--- src/rtl/sccb_pkg.sv ---
// Shared types and table-decode constants for the SCCB camera init sequencer.
package sccb_pkg;

  typedef enum logic [3:0] {
    ST_IDLE       = 4'd0,
    ST_RST_HOLD   = 4'd1,
    ST_BOOT_WAIT  = 4'd2,
    ST_FETCH      = 4'd3,
    ST_DECODE     = 4'd4,
    ST_WRITE      = 4'd5,
    ST_DELAY      = 4'd6,
    ST_RETRY_WAIT = 4'd7,
    ST_DONE       = 4'd8,
    ST_ERROR      = 4'd9
  } sccb_state_e;

  localparam logic [7:0] SCCB_REG_END   = 8'hFF;
  localparam logic [7:0] SCCB_VAL_END   = 8'hFF;
  localparam logic [7:0] SCCB_REG_DELAY = 8'hF0;
  localparam logic [7:0] SCCB_DEV_ID    = 8'h42;

endpackage

--- src/rtl/sccb_ms_timer.sv ---
// Loadable millisecond countdown; expired is high in the last cycle of the interval.
module sccb_ms_timer #(
  parameter int MS_CYCLES = 50000
) (
  input  logic       clk,
  input  logic       rst,
  input  logic       load,
  input  logic [7:0] ms,
  output logic       expired
);

  localparam int CNT_W = $clog2(255 * MS_CYCLES + 1);

  logic [CNT_W-1:0] count_r;

  // Load ms*MS_CYCLES, then count down to zero and hold.
  always_ff @(posedge clk) begin
    if (rst) begin
      count_r <= CNT_W'(0);
    end else if (load) begin
      count_r <= CNT_W'(ms) * CNT_W'(MS_CYCLES);
    end else if (count_r != CNT_W'(0)) begin
      count_r <= count_r - CNT_W'(1);
    end else begin
      count_r <= count_r;
    end
  end

  // Flag one cycle early so a state loaded with N lasts exactly N cycles.
  assign expired = (count_r <= CNT_W'(1));

endmodule

--- src/rtl/sccb_init_sequencer.sv ---
// Camera bring-up: power/reset pin timing, then one SCCB write per ROM table entry.
module sccb_init_sequencer
  import sccb_pkg::*;
#(
  parameter int         MS_CYCLES = 50000,
  parameter int         ROM_AW    = 8,
  parameter logic [7:0] DEV_ID    = SCCB_DEV_ID,
  parameter int         RST_MS    = 1,
  parameter int         BOOT_MS   = 1,
  parameter int         MAX_RETRY = 3,
  parameter int         RETRY_MS  = 1
) (
  input  logic              clk,
  input  logic              rst,
  input  logic              start,
  output logic [ROM_AW-1:0] rom_addr,
  input  logic [15:0]       rom_data,
  output logic              sccb_req,
  output logic [7:0]        sccb_dev_id,
  output logic [7:0]        sccb_reg,
  output logic [7:0]        sccb_wdata,
  input  logic              sccb_ack,
  input  logic              sccb_nack,
  output logic              cam_pwdn,
  output logic              cam_rst_n,
  output logic              busy,
  output logic              done,
  output logic              error,
  output logic [ROM_AW-1:0] err_index
);

  sccb_state_e       state_r, adv_state_s;
  logic [ROM_AW-1:0] rom_addr_r, adv_addr_s, err_index_r;
  logic [7:0]        retry_r, reg_r, wdata_r, tmr_ms_s;
  logic              req_r, pwdn_r, rst_n_r, busy_r, done_r, error_r;
  logic              tmr_load_s, tmr_expired_s, at_last_s, is_end_s, is_delay_s;

  assign is_end_s   = (rom_data[15:8] == SCCB_REG_END) && (rom_data[7:0] == SCCB_VAL_END);
  assign is_delay_s = (rom_data[15:8] == SCCB_REG_DELAY);
  assign at_last_s  = (rom_addr_r == {ROM_AW{1'b1}});

  // Next index after a completed entry; the last table slot finishes instead of wrapping.
  always_comb begin
    adv_state_s = ST_FETCH;
    adv_addr_s  = rom_addr_r + ROM_AW'(1);
    if (at_last_s) begin
      adv_state_s = ST_DONE;
      adv_addr_s  = rom_addr_r;
    end else begin
      adv_state_s = ST_FETCH;
      adv_addr_s  = rom_addr_r + ROM_AW'(1);
    end
  end

  // Select which interval, if any, the shared timer starts this cycle.
  always_comb begin
    tmr_load_s = 1'b0;
    tmr_ms_s   = 8'd0;
    case (state_r)
      ST_IDLE, ST_DONE, ST_ERROR: begin
        if (start) begin
          tmr_load_s = 1'b1;
          tmr_ms_s   = 8'(RST_MS);
        end else begin
          tmr_load_s = 1'b0;
        end
      end
      ST_RST_HOLD: begin
        if (tmr_expired_s) begin
          tmr_load_s = 1'b1;
          tmr_ms_s   = 8'(BOOT_MS);
        end else begin
          tmr_load_s = 1'b0;
        end
      end
      ST_DECODE: begin
        if (!is_end_s && is_delay_s) begin
          tmr_load_s = 1'b1;
          tmr_ms_s   = rom_data[7:0];
        end else begin
          tmr_load_s = 1'b0;
        end
      end
      ST_WRITE: begin
        if (sccb_nack && (retry_r < 8'(MAX_RETRY))) begin
          tmr_load_s = 1'b1;
          tmr_ms_s   = 8'(RETRY_MS);
        end else begin
          tmr_load_s = 1'b0;
        end
      end
      default: begin
        tmr_load_s = 1'b0;
        tmr_ms_s   = 8'd0;
      end
    endcase
  end

  sccb_ms_timer #(.MS_CYCLES(MS_CYCLES)) u_timer (
    .clk     (clk),
    .rst     (rst),
    .load    (tmr_load_s),
    .ms      (tmr_ms_s),
    .expired (tmr_expired_s)
  );

  // Sequencer state machine with all outputs registered.
  always_ff @(posedge clk) begin
    if (rst) begin
      state_r     <= ST_IDLE;
      rom_addr_r  <= '0;
      err_index_r <= '0;
      retry_r     <= 8'd0;
      reg_r       <= 8'd0;
      wdata_r     <= 8'd0;
      req_r       <= 1'b0;
      pwdn_r      <= 1'b1;
      rst_n_r     <= 1'b0;
      busy_r      <= 1'b0;
      done_r      <= 1'b0;
      error_r     <= 1'b0;
    end else begin
      case (state_r)
        ST_IDLE, ST_DONE, ST_ERROR: begin
          if (start) begin
            state_r    <= ST_RST_HOLD;
            done_r     <= 1'b0;
            error_r    <= 1'b0;
            busy_r     <= 1'b1;
            pwdn_r     <= 1'b0;
            rst_n_r    <= 1'b0;
            rom_addr_r <= '0;
            retry_r    <= 8'd0;
          end
        end
        ST_RST_HOLD: begin
          if (tmr_expired_s) begin
            rst_n_r <= 1'b1;
            state_r <= ST_BOOT_WAIT;
          end
        end
        ST_BOOT_WAIT: begin
          if (tmr_expired_s) begin
            state_r <= ST_FETCH;
          end
        end
        ST_FETCH: begin
          state_r <= ST_DECODE;
        end
        ST_DECODE: begin
          if (is_end_s) begin
            state_r <= ST_DONE;
            done_r  <= 1'b1;
            busy_r  <= 1'b0;
          end else if (is_delay_s) begin
            if (rom_data[7:0] == 8'd0) begin
              state_r    <= adv_state_s;
              rom_addr_r <= adv_addr_s;
              done_r     <= at_last_s;
              busy_r     <= ~at_last_s;
            end else begin
              state_r <= ST_DELAY;
            end
          end else begin
            reg_r   <= rom_data[15:8];
            wdata_r <= rom_data[7:0];
            req_r   <= 1'b1;
            state_r <= ST_WRITE;
          end
        end
        ST_WRITE: begin
          // A simultaneous ack and nack counts as a NACK.
          if (sccb_nack) begin
            req_r <= 1'b0;
            if (retry_r < 8'(MAX_RETRY)) begin
              retry_r <= retry_r + 8'd1;
              state_r <= ST_RETRY_WAIT;
            end else begin
              error_r     <= 1'b1;
              err_index_r <= rom_addr_r;
              busy_r      <= 1'b0;
              state_r     <= ST_ERROR;
            end
          end else if (sccb_ack) begin
            req_r      <= 1'b0;
            retry_r    <= 8'd0;
            state_r    <= adv_state_s;
            rom_addr_r <= adv_addr_s;
            done_r     <= at_last_s;
            busy_r     <= ~at_last_s;
          end
        end
        ST_DELAY: begin
          if (tmr_expired_s) begin
            state_r    <= adv_state_s;
            rom_addr_r <= adv_addr_s;
            done_r     <= at_last_s;
            busy_r     <= ~at_last_s;
          end
        end
        ST_RETRY_WAIT: begin
          if (tmr_expired_s) begin
            req_r   <= 1'b1;
            state_r <= ST_WRITE;
          end
        end
        default: begin
          state_r <= ST_IDLE;
          req_r   <= 1'b0;
          busy_r  <= 1'b0;
        end
      endcase
    end
  end

  assign rom_addr    = rom_addr_r;
  assign sccb_req    = req_r;
  assign sccb_dev_id = DEV_ID;
  assign sccb_reg    = reg_r;
  assign sccb_wdata  = wdata_r;
  assign cam_pwdn    = pwdn_r;
  assign cam_rst_n   = rst_n_r;
  assign busy        = busy_r;
  assign done        = done_r;
  assign error       = error_r;
  assign err_index   = err_index_r;

endmodule

--- config.mk ---
export PLATFORM = sky130hd
export DESIGN_NAME = sccb_init_sequencer
export DESIGN_NICKNAME = d
export VERILOG_FILES = /design/src/rtl/sccb_pkg.sv /design/src/rtl/sccb_ms_timer.sv /design/src/rtl/sccb_init_sequencer.sv
export SDC_FILE = /design/constraint.sdc
export NUM_CORES = 1
export LEC_CHECK = 0
export ABC_AREA = 1
export CAP_MARGIN = 20
export CORE_ASPECT_RATIO = 0.5
export CORE_UTILIZATION = 58
export CTS_CLUSTER_DIAMETER = 200
export DETAILED_ROUTE_END_ITERATION = 8
export PLACE_DENSITY_LB_ADDON = 0.08
export SYNTH_ARGS = -nofsm -noshare
export SYNTH_HDL_FRONTEND = slang
export SYNTH_SLANG_ARGS = --single-unit
--- constraint.sdc ---
create_clock -name clk -period 6.25 [get_ports clk]
set_input_delay 1.25 -clock clk [delete_from_list [all_inputs] [get_ports clk]]
set_output_delay 1.25 -clock clk [all_outputs]
set_load 0.05 [all_outputs]
== Word-level counts from Yosys, hierarchy flattened ==
Cells that the tools add are included.

* Reductions and logical operators: 26
* $add $sub $neg: 3
* Multiply operators: 1
* Mux-type cells: 65
* Bitwise operators: 6
* Equality and inequality tests: 31
* $lt $le $gt $ge: 2

{| class="wikitable"
|+ Operators by type and width
! operator !! count
|-
| 8-bit two-way mux || 12
|-
| 8-bit case mux with 4 select lines || 2
|-
| 24-bit two-way mux || 2
|-
| 4-bit two-way mux || 12
|-
| 8-bit == test (second input constant) || 4
|-
| 4-bit case mux with 8 select lines || 1
|-
| 1-bit two-way mux || 29
|-
| 2-bit != test (second input constant) || 13
|-
| 24-bit by 1-bit <= comparator with 1-bit output (second input constant) || 1
|-
| 24-bit nonzero test || 1
|-
| 24-bit by 1-bit subtractor with 24-bit output (second input constant) || 1
|-
| 8-bit by 12-bit multiplier with 20-bit output (second input constant) || 1
|-
| 8-bit by 1-bit adder with 8-bit output (second input constant) || 2
|-
| 4-bit by 3-bit == test with 1-bit output (second input constant) || 4
|-
| 8-bit case mux with 2 select lines || 1
|-
| 3-bit != test (second input constant) || 5
|-
| 7-bit AND reduction || 2
|-
| 1-bit case mux with 4 select lines || 3
|-
| 3-bit AND reduction || 3
|-
| 4-bit by 2-bit == test with 1-bit output (second input constant) || 2
|-
| 4-bit == test (second input constant) || 2
|-
| 8-bit zero test || 1
|-
| 8-bit by 2-bit < comparator with 1-bit output (second input constant) || 1
|-
| 4-bit AND reduction || 2
|-
| other kinds (17) || 27
|}

* Bits of input ports: 21
* Flip-flop bits (word level): 74
* Output and inout port bits: 46

== Longest topological paths before layout ==
* Depth in word-level cells: 8
* Mapped depth: 27
* Gate-level depth less buffers: 27

== By module ==
Synthesis repeated with hierarchy kept, for this count alone.

* Cells, all modules: 885
* Area, all modules: 5885.6 sq um

{| class="wikitable"
|+ By module, submodules not included
! module !! instances !! area each (sq um) !! cells an instance !! sequential area each (sq um)
|-
| sccb_ms_timer || 1 || 3255.6 || 489 || 480.5
|-
| sccb_init_sequencer || 1 || 2630.0 || 396 || 1001.0
|}

== Least setup slack after synthesis ==
OpenSTA, ideal clock, no wires.

* Path type: input to register
* Start point: input rom_data[10]
* End point: register u_timer.count_r[21]
* Slack: 1.114 ns
* Data arrival time: 5.009 ns
* Stages: 22
* Required time: 6.122 ns
* Buffers on the path: 0
* Library setup time: 0.128 ns
* Path through: nor2_1 -> nand2_1 -> nor2_2 -> nand2_4 -> nor3b_1 -> inv_1 -> ha_1 -> inv_1 -> ha_1 -> fa_1 -> fa_1 -> ha_1 -> nand2_1 -> nor2_1 -> nand2_1 -> o21bai_1 -> nand2_1 -> nand2_1 -> nand2_1 -> nand2_1 -> nand2_1 -> nor2_1

* Word-level cells in the longest chain between the ends: 8
* Elaborated cells between the ends (all ways): 12

{| class="wikitable"
|+ RTL lines
! element !! RTL line !! source
|-
| start, declared || sccb_init_sequencer.sv:17 || <nowiki>input logic [15:0] rom_data,</nowiki>
|-
| 8-bit == test || sccb_init_sequencer.sv:38 || <nowiki>assign is_end_s = (rom_data[15:8] == SCCB_REG_END) && (rom_data[7:0] == SCCB_VAL_END);</nowiki>
|-
| 1-bit logical AND || sccb_init_sequencer.sv:38 ||
|-
| 1-bit zero test || sccb_init_sequencer.sv:77 || <nowiki>if (!is_end_s && is_delay_s) begin</nowiki>
|-
| 1-bit logical AND (*) || sccb_init_sequencer.sv:77 ||
|-
| 8-bit two-way mux || sccb_init_sequencer.sv:77 ||
|-
| 8-bit case mux with 4 select lines || sccb_init_sequencer.sv:59 || <nowiki>case (state_r)</nowiki>
|-
| 8-bit by 12-bit multiplier with 20-bit output || sccb_ms_timer.sv:21 || <nowiki>count_r <= CNT_W'(ms) * CNT_W'(MS_CYCLES);</nowiki>
|-
| 24-bit two-way mux || sccb_ms_timer.sv:20 || <nowiki>end else if (load) begin</nowiki>
|-
| end signal, assigned || sccb_ms_timer.sv:21 ||
|-
| end signal, assigned || sccb_ms_timer.sv:23 || <nowiki>count_r <= count_r - CNT_W'(1);</nowiki>
|-
| end signal, assigned || sccb_ms_timer.sv:25 || <nowiki>count_r <= count_r;</nowiki>
|-
| end, declared || sccb_ms_timer.sv:14 || <nowiki>logic [CNT_W-1:0] count_r;</nowiki>
|}

Every way passes the cells marked *; elsewhere a longest branch is shown, timed or not.
A chain may end at the register's enable or synchronous reset.

== Worst setup path in the final report ==
* Start point: input rom_data[13]
* End point: register u_timer.count_r[21]

The elaborated chain is that of the path after synthesis.

==> impl_metrics.json <==
{
  "status": "finished, final reports clean",
  "nFillCells": 863,
  "gp_congestion": 0.9323,
  "drt_iter0_drc": 396,
  "tns_ns": 0,
  "largest_family_of_logic_cells_by_synthesized_area": "simple AND/OR/NAND/NOR gates",
  "criticalPathCategory": "in2reg",
  "die_width_um": 145.3,
  "setup.worst_path.start_class": "input port",
  "grt_pass1_wl_mm": 24.94,
  "post_route_cells_drive_above_1_share_pct": 5.183,
  "synth_top_cells_by_area": "sky130_fd_sc_hd__dfxtp_1 (25%), sky130_fd_sc_hd__nand2_1 (17%), sky130_fd_sc_hd__ha_1 (12%), sky130_fd_sc_hd__nor2_1 (9.1%), sky130_fd_sc_hd__inv_1 (6.1%)",
  "synth_cells": 925,
  "design.core.area_um2": 9697,
  "dp.final_hpwl_mm": 11.63,
  "final_hold_viol_count": 0,
  "top_cell_type_s_share_of_synthesized_area_pct": 24.88,
  "cts.reportedPaths.clkPinSlew_ns": 0.06,
  "syn2layout_area_growth_pct": 16.06,
  "synth-compound-area-share_pct": 8.890,
  "worst_slew_margin_rel_pct": 42.67,
  "fin_skew_ns": 0.007302,
  "min_delay_path_depth": 2,
  "holdBufCountCts": 0,
  "yosys.area_share.simple_pct": 38.90,
  "routed-via-count": 5852,
  "dominantRegCellSynth": "sky130_fd_sc_hd__dfxtp_1",
  "postLayoutCoreUtil_pct": 71.25,
  "initial_antenna_violation_count": 0,
  "vias_per_cell": 5.230,
  "clock-sinks": 74,
  "clockBufferDepth": 2,
  "count_of_cell_types_in_the_netlist": 36,
  "post_synthesis_mux_area_share_pct": 0,
  "cts_tree": "done",
  "worstRegToRegCells": 23,
  "postSynthRegisterBits": 74,
  "critical_path.max_fanout": 9,
  "yosys.area_share.xor_xnor_pct": 2.060,
  "postCtsSetupRepairBufs": 0,
  "htree_levels": 3,
  "fp_rows": 25,
  "stdcell_count": 1119,
  "via_count_of_the_first_global_routing_pass": 5381,
  "wl_mm": 14.61,
  "floorplan_die_area_um2": 10700,
  "setup_repair_after_global_routing_missed_its_margin": "no",
  "synth_fa_ha_area_share_pct": 15.80,
  "irDropWorstVdd_v": 0.0002245,
  "maxClockFrequency_mhz": 175.1,
  "timing.critical_path.required_ns": 6.47,
  "globalRouteOverflowTotal": 0,
  "static_leak_uw": 0.003500,
  "ctsRootBufferMaster": "sky130_fd_sc_hd__clkbuf_16",
  "part_of_the_cycle_the_worst_path_needs_pct": 91.39,
  "later_pin_clock_latency_in_the_skew_report_ns": 0.35,
  "floorplan.initialDensity_pct": 61.39,
  "avgSynthCellArea_um2": 6.436,
  "dp.cells": 1103,
  "largest_net_degree_at_the_start_of_global_routing": 44,
  "registers.top_by_ff_count": "u_timer.count_r",
  "detail_route.first_pass.iterations": 7,
  "drt_drc_violations_left": 0,
  "synth-warning-count": 0,
  "worst_hold_path_type": "reg2reg",
  "fin_crit_ns": 5.712,
  "synth-edff-count": 0,
  "diodes": 0,
  "finalNetCount": 1068,
  "top_level_ports": 67,
  "fp.dieH_um": 73.64,
  "synth-seq-area-share_pct": 24.88,
  "synth_top_cell_by_area": "sky130_fd_sc_hd__dfxtp_1",
  "worstMarginPinSlew_ns": 0.8590,
  "number_of_buffers_created_by_cts": 9,
  "setup_viol_count_final": 0,
  "crit_arrival_ns": 5.93,
  "power.total_uw": 2347,
  "portBuffers": 58,
  "syn_area_um2": 5953,
  "wl_per_cell_um": 13.06,
  "max_reg_flops": 24,
  "drv_cap": 0,
  "routed_antenna_nets": 0,
  "critical_path.endpoint_type": "flip-flop",
  "cts_resized": 0,
  "fraction_of_registers_with_async_set_reset_pct": 0,
  "maxSlewViolCount": 0,
  "cellPowerDensity_nw_per_um2": 339.8,
  "holdWs_ns": 0.4388,
  "combined_global_route_utilization_of_all_metal_layers_pct": 29.20
}
## logic make-up after synthesis
group,count (synthesis)
fa+ha+maj,68
compound gates,97
other cells,2
buf+inv,130
xor+xnor,14
simple gates,540
flops,74
## cell type report
class,instances,area [um^2],area share [%]
Timing Repair Buffer,63,618.1,8.946
Clock buffer,9,225.2,3.260
Sequential cell,74,1481,21.44
Clock inverter,7,83.83,1.213
Tap cell,135,168.9,2.445
Inverter,104,392.9,5.686
Multi-Input combinational cell,727,3939,57.01
## routing by layer
| metal | track usage (%) | vias up | share of wire, % |
|---|---|---|---|
| li1 | - | 3045 | - |
| met1 | 38.45 | 2632 | 49 |
| met2 | 47.92 | 149 | 44 |
| met3 | 6.584 | 26 | 5.7 |
| met4 | 10.06 | 0 | 1.7 |
| met5 | 0 | - | 0 |
## cell usage in the layout, fill, tap and decap left out, types with 3 or more instances in the layout
cell	Yosys	routed
sky130_fd_sc_hd__a21oi_1	55	55
sky130_fd_sc_hd__nor2_1	144	144
sky130_fd_sc_hd__or2_2	4	4
sky130_fd_sc_hd__o21bai_1	9	9
sky130_fd_sc_hd__clkdlybuf4s50_1	0	58
sky130_fd_sc_hd__nand2_1	275	275
sky130_fd_sc_hd__nand4_1	16	16
sky130_fd_sc_hd__inv_1	97	97
sky130_fd_sc_hd__ha_1	56	56
sky130_fd_sc_hd__nor3b_1	6	6
sky130_fd_sc_hd__inv_6	0	3
sky130_fd_sc_hd__dfxtp_1	74	74
sky130_fd_sc_hd__nand3_1	62	62
sky130_fd_sc_hd__nor2_2	7	7
sky130_fd_sc_hd__xor2_1	5	5
sky130_fd_sc_hd__nand3b_1	9	9
sky130_fd_sc_hd__clkbuf_16	0	9
sky130_fd_sc_hd__inv_2	6	6
sky130_fd_sc_hd__nor3_1	6	6
sky130_fd_sc_hd__conb_1	2	8
sky130_fd_sc_hd__fa_1	12	12
sky130_fd_sc_hd__o21ai_0	28	28
sky130_fd_sc_hd__xnor2_1	9	9
sky130_fd_sc_hd__buf_4	10	5
## path summary, 6_finish.rpt
check	slack (ns)	to	startpoint
worst max-delay path	0.54	u_timer.count_r[21]$_SDFFE_PP0P_	rom_data[13]
worst min-delay path	0.44	retry_r[7]$_SDFFE_PP0P_	retry_r[7]$_SDFFE_PP0P_
worst max register to register	1.30	u_timer.count_r[21]$_SDFFE_PP0P_	state_r[2]$_SDFFE_PP0P_
worst min register to register	0.44	retry_r[7]$_SDFFE_PP0P_	retry_r[7]$_SDFFE_PP0P_
## worst max-delay path, cell delays in order
cell,delay [ns]
sky130_fd_sc_hd__clkdlybuf4s50_1,0.51
sky130_fd_sc_hd__nand4_1,0.13
sky130_fd_sc_hd__nor2_2,0.37
sky130_fd_sc_hd__nand2_4,0.16
sky130_fd_sc_hd__nor3b_1,0.55
sky130_fd_sc_hd__ha_1,0.36
sky130_fd_sc_hd__ha_1,0.28
sky130_fd_sc_hd__inv_1,0.05
sky130_fd_sc_hd__fa_1,0.50
sky130_fd_sc_hd__inv_1,0.05
sky130_fd_sc_hd__fa_1,0.48
sky130_fd_sc_hd__ha_1,0.39
sky130_fd_sc_hd__nand2_1,0.12
sky130_fd_sc_hd__nand2_1,0.06
sky130_fd_sc_hd__nand2_1,0.05
sky130_fd_sc_hd__nand2_1,0.08
sky130_fd_sc_hd__o21bai_1,0.21
sky130_fd_sc_hd__nand3_1,0.10
sky130_fd_sc_hd__nand2_1,0.08
sky130_fd_sc_hd__nand2_1,0.05
sky130_fd_sc_hd__nand2_1,0.07
sky130_fd_sc_hd__nor2_1,0.04
## where the power goes
group	switching (uW)	total, uW	internal (uW)
registers	96.1	657	560
logic	767	1150	382
clock network	225	541	317
## Yosys cell counts (3+ instances only)
master and number:
sky130_fd_sc_hd__nor3_1 6, sky130_fd_sc_hd__dfxtp_1 74, sky130_fd_sc_hd__xor2_1 5, sky130_fd_sc_hd__nor2_2 7, sky130_fd_sc_hd__o21bai_1 9, sky130_fd_sc_hd__buf_2 4, sky130_fd_sc_hd__nand4_1 16, sky130_fd_sc_hd__nand2_1 275
sky130_fd_sc_hd__inv_2 6, sky130_fd_sc_hd__xnor2_1 9, sky130_fd_sc_hd__fa_1 12, sky130_fd_sc_hd__nor2_1 144, sky130_fd_sc_hd__nor3b_1 6, sky130_fd_sc_hd__o21ai_0 28, sky130_fd_sc_hd__nand3_1 62, sky130_fd_sc_hd__a21oi_1 55
sky130_fd_sc_hd__buf_6 3, sky130_fd_sc_hd__ha_1 56, sky130_fd_sc_hd__inv_1 97, sky130_fd_sc_hd__clkbuf_1 9, sky130_fd_sc_hd__nand3b_1 9, sky130_fd_sc_hd__or2_2 4, sky130_fd_sc_hd__buf_4 10
## per-stage QoR
| stage | cell area, um^2 | setup WS [ns] |
|---|---|---|
| after floorplan | 5976 | 1.114 |
| after global placement | 6600 | 0.4675 |
| after detailed placement | 6600 | 0.2446 |
| after CTS | 6909 | 0.6010 |
| after global routing | 6909 | 0.2066 |
| final | 6909 | 0.5382 |
(Power assumes the default switching activity.)
